File: src/rtl/mux41_rr_arbiter.sv
// Round-robin arbiter for a shared 4:1 selector bus with a bounded hold time.
// Outputs are fully registered; grants appear one edge after the request is sampled.
module mux41_rr_arbiter #(
    parameter int HOLD_MAX = 4
) (
    input  logic       iClk,
    input  logic       iRst_n,
    input  logic [3:0] iReq,
    output logic [3:0] oGnt,
    output logic       oS1,
    output logic       oS0,
    output logic       oValid,
    output logic [7:0] oHoldCnt
);

    typedef enum logic {IDLE, GRANT} state_t;

    localparam logic [7:0] HOLD_LIM = 8'(HOLD_MAX - 1);

    state_t     state_q, state_d;
    logic [1:0] owner_q, owner_d;
    logic [1:0] ptr_q, ptr_d;
    logic [7:0] hold_q, hold_d;
    logic [3:0] gnt_q, gnt_d;
    logic       valid_q, valid_d;

    logic [1:0] win;
    logic       others;
    logic       grant_en;

    // First requesting channel scanning ptr, ptr+1, ptr+2, ptr+3 (mod 4).
    function automatic logic [1:0] pick(input logic [1:0] ptr, input logic [3:0] req);
        logic [1:0] idx;
        logic       found;
        pick  = ptr;
        found = 1'b0;
        for (int i = 0; i < 4; i++) begin
            idx = ptr + 2'(i);
            if (!found && req[idx]) begin
                pick  = idx;
                found = 1'b1;
            end
        end
    endfunction

    always_comb begin
        state_d  = state_q;
        owner_d  = owner_q;
        ptr_d    = ptr_q;
        hold_d   = hold_q;
        gnt_d    = gnt_q;
        valid_d  = valid_q;
        grant_en = 1'b0;
        win      = pick(ptr_q, iReq);
        others   = |(iReq & ~(4'b0001 << owner_q));

        case (state_q)
            IDLE: begin
                if (|iReq) grant_en = 1'b1;
            end
            GRANT: begin
                if (!iReq[owner_q]) begin
                    if (|iReq) begin
                        grant_en = 1'b1;
                    end else begin
                        state_d = IDLE;
                        gnt_d   = 4'b0000;
                        valid_d = 1'b0;
                    end
                end else if (hold_q >= HOLD_LIM && others) begin
                    // ptr already points past the owner, so the owner is scanned last.
                    grant_en = 1'b1;
                end else if (hold_q != 8'hFF) begin
                    hold_d = hold_q + 8'd1;
                end
            end
            default: state_d = IDLE;
        endcase

        if (grant_en) begin
            state_d = GRANT;
            owner_d = win;
            ptr_d   = win + 2'd1;
            hold_d  = 8'd0;
            gnt_d   = 4'b0001 << win;
            valid_d = 1'b1;
        end
    end

    always_ff @(posedge iClk) begin
        if (!iRst_n) begin
            state_q <= IDLE;
            owner_q <= 2'd0;
            ptr_q   <= 2'd0;
            hold_q  <= 8'd0;
            gnt_q   <= 4'b0000;
            valid_q <= 1'b0;
        end else begin
            state_q <= state_d;
            owner_q <= owner_d;
            ptr_q   <= ptr_d;
            hold_q  <= hold_d;
            gnt_q   <= gnt_d;
            valid_q <= valid_d;
        end
    end

    assign oGnt     = gnt_q;
    assign oS1      = owner_q[1];
    assign oS0      = owner_q[0];
    assign oValid   = valid_q;
    assign oHoldCnt = hold_q;

endmodule

File: config.mk
export PLATFORM = sky130hd
export DESIGN_NAME = mux41_rr_arbiter
export DESIGN_NICKNAME = d
export VERILOG_FILES = /design/src/rtl/mux41_rr_arbiter.sv
export SDC_FILE = /design/constraint.sdc
export NUM_CORES = 1
export LEC_CHECK = 0
export BUFFER_PORTS_ARGS = -buffer_cell sky130_fd_sc_hd__buf_2
export CORE_AREA = 2 2 51 53
export DETAILED_ROUTE_END_ITERATION = 16
export DIE_AREA = 0 0 53 55
export GPL_TIMING_DRIVEN = 1
export PLACE_DENSITY = 0.66
export SETUP_SLACK_MARGIN = 0.05
export SYNTH_ARGS = -nofsm -noshare
export SYNTH_HDL_FRONTEND = slang
export SYNTH_SLANG_ARGS = --single-unit
File: constraint.sdc
create_clock -name iClk -period 2.6 [get_ports iClk]
set_clock_uncertainty 0.05 [all_clocks]
set_input_delay 0.52 -clock iClk [delete_from_list [all_inputs] [get_ports iClk]]
set_output_delay 0.52 -clock iClk [all_outputs]
set_load 0.01 [all_outputs]
==> impl_metrics.toml <==
[route]
vias = 1014
drt_wl_total_um = 2307
vias_per_cell = 5.761
ant_nets = 0
drc = 0
drtPass1Iterations = 4
avgRoutedWirePerCell_um = 13.11
first_iter_violations = 23

[yosys]
synthMuxAreaShare_pct = 3.159
synth_edf_count = 0
synth.area.top_cells = "dfxtp_1, a21oi_1, o21ai_0"
syn_area_per_cell_sq_um = 8.173
synth_fa_ha_area_share_pct = 6.075
synth_most_common_cell = "dfxtp_1"
syn-num-nets = 137
yosys_warnings = 0
synth_common_cells = "dfxtp_1, a21oi_1, o21ai_0"
synth_area_leader_cell = "dfxtp_1"
synth_top_family_by_area = "simple AND/OR/NAND/NOR gates"
synthArstFlopShare_pct = 0
yosysUniqueCellTypes = 36
yosys.area_share.simple_pct = 26.12
synth-seq-cells = 18
synthesis.area_sq_um = 1030
synth.yosys.seq_area_share_pct = 34.99
syn_inst = 126
synth-xor-area-share_pct = 0
ys.flop_type = "dfxtp_1"
synth_top_area_share_pct = 34.99
synth_compound_area_share_pct = 25.15

[cts]
clk_latency_ps = 290
root_buffer = "clkbuf_4"
cts.path.max_buffers = 2
numCtsBuffers = 3
cts-hold-fix-buffers = 0
clock-sinks = 18
h-tree-depth = 1
cts_tree = "built"
postCtsSetupBuffers = 0
cts-resized-gates = 0
clk_pin_slew_ps = 100

[worst_setup_path]
crit_fanout = 10
crit_path_start_kind = "flip-flop"
arrival_ps = 2270
path_class = "flip-flop to flip-flop"
cp_top_family = "simple AND/OR/NAND/NOR gates"
crit_required_ps = 2780
worst_path_largest_cell_delay_ps = 440
path_buf_inv = 0
slowest_stage = "or4_1"
path_cells = "ha_1 > and2_1 > and3_1 > or4_1 > or3_1 > a21oi_1"
critPathCaptureType = "flip-flop"

[finish]
finalInstanceArea_sq_um = 1187
fin_nets = 158
n_antenna_cell = 0
multi_input_area_sq_um = 623.1
regArea_sq_um = 360.3
final_util_pct = 50.21
syn_to_final_growth_pct = 15.31
final_layout_size_suffix_gt1_share_pct = 21.92
fillers = 257

[power_and_ir_drop]
power_density_nw_per_um2 = 557.9
p_total_mw = 0.6624
p_leak_nw = 0.4678
peakVddDrop_uv = 414.9

[placement]
placed_area_sq_um = 1151
gp_congestion = 0.7716
place_ws_ps = 382.2
dp_hpwl_um = 1769
portBuffers = 20

[hold_path]
min_path_type = "flip-flop to flip-flop"

[timing]
setup_viol = 0
post-route-min-period_ps = 2091
worst_slew_pin_slew_ps = 404.6
maxSlewHeadroom_pct = 72.78
rsz0062_at_grt = "false"
fin_ws_ps = 509.2
fin_tns_setup_ps = 0
fin_crit_sh_pct = 80.42
hold_viol_final = 0
maxSlewViolCount = 0
fmax_mhz = 478.3

[floorplan]
die_x_um = 53
die_height_um = 55
core_sq_um = 2365
die_area_sq_um = 2915
start_util_pct = 43.54
placementRows = 18
pin_count = 21

[global_routing]
grt_pass1_wl_um = 4071
grt_pass1_vias = 913
grt_max_degree = 15
grt.total_usage_pct = 18.67
grt_overflow = 0
grt_antenna_before_repair = 0

[status]
status = "complete, no violations"

[job]
max_cap_viol_count = 0
-- stage by stage --
| stage | instances | hold WS [ps] |
|---|---|---|
| after floorplan | 126 | 448.3 |
| after detailed placement | 172 | 424.7 |
| final | 176 | 440.5 |
| after CTS | 176 | 439.5 |
| after global placement | 172 | 413.4 |
| after global routing | 176 | 448.6 |
-- final cells by class --
class,count,share of cell area (%)
clock buffer,4,3.056
inverter,6,1.897
sequential,18,30.35
timing repair buffer,21,9.062
multi-input combinational,97,52.48
tap,30,3.161
-- placed cells by master (no fill, tap or decap), types with 2 or more instances in the layout --
cell,Yosys,final
nor3b_1,2,2
nor2b_1,4,4
nor3_1,3,3
clkbuf_4,0,3
or3_1,4,4
nand2_1,9,9
buf_2,1,20
ha_1,5,5
and2_1,2,2
a21oi_1,17,17
o31ai_1,5,5
o21ai_0,13,13
nor4_1,2,2
or4_1,5,5
inv_1,6,6
dfxtp_1,18,18
nand3_1,6,6
nor2_1,3,3
-- power breakdown --
part	total (mW)	internal (mW)	switching [mW]	leakage, nW
logic	0.168	0.0720	0.0959	0.300
registers	0.324	0.300	0.0231	0.147
clock network	0.171	0.0853	0.0856	0.0210
-- worst min-delay path: stages, from the launching register on --
cell and delay (ps):
dfxtp_1 320, o21ai_0 70, a21oi_1 70
-- flip-flops by register name (all words and copies together), names as in the netlist --
| name | cells |
|---|---|
| oHoldCnt | 8 |
| oGnt | 4 |
| owner_q | 2 |
| ptr_q | 2 |
| oValid | 1 |
| state_q | 1 |
-- worst paths after layout --
check                            startpoint           to  slack, ps  depth (start not counted)
worst max-delay path            oHoldCnt[0]  oHoldCnt[5]        510                          6
worst min-delay path                oGnt[2]      oGnt[2]        440                          2
worst max register to register  oHoldCnt[0]  oHoldCnt[5]        510                          6
worst min register to register      oGnt[2]      oGnt[2]        440                          2
-- layer usage --
layer | wire (um) | vias up | GRT usage, %
li1 | - | 515 | -
met1 | 1051 | 481 | 24.05
met2 | 1166 | 16 | 31.46
met3 | 71 | 2 | 2.688
met4 | 17 | 0 | 7.692
met5 | 0 | - | 0
-- kinds of logic (layout without fill, tap and decap cells) --
kind of cell             count (synthesis)  in the layout
multiplexers                             2              2
adder cells (fa/ha/maj)                  5              5
AO/OA/AOI/OAI                           43             43
AND/OR/NAND/NOR                         47             47
flip-flops                              18             18
buffers and inverters                   11             31
(Power assumes the default switching activity.)
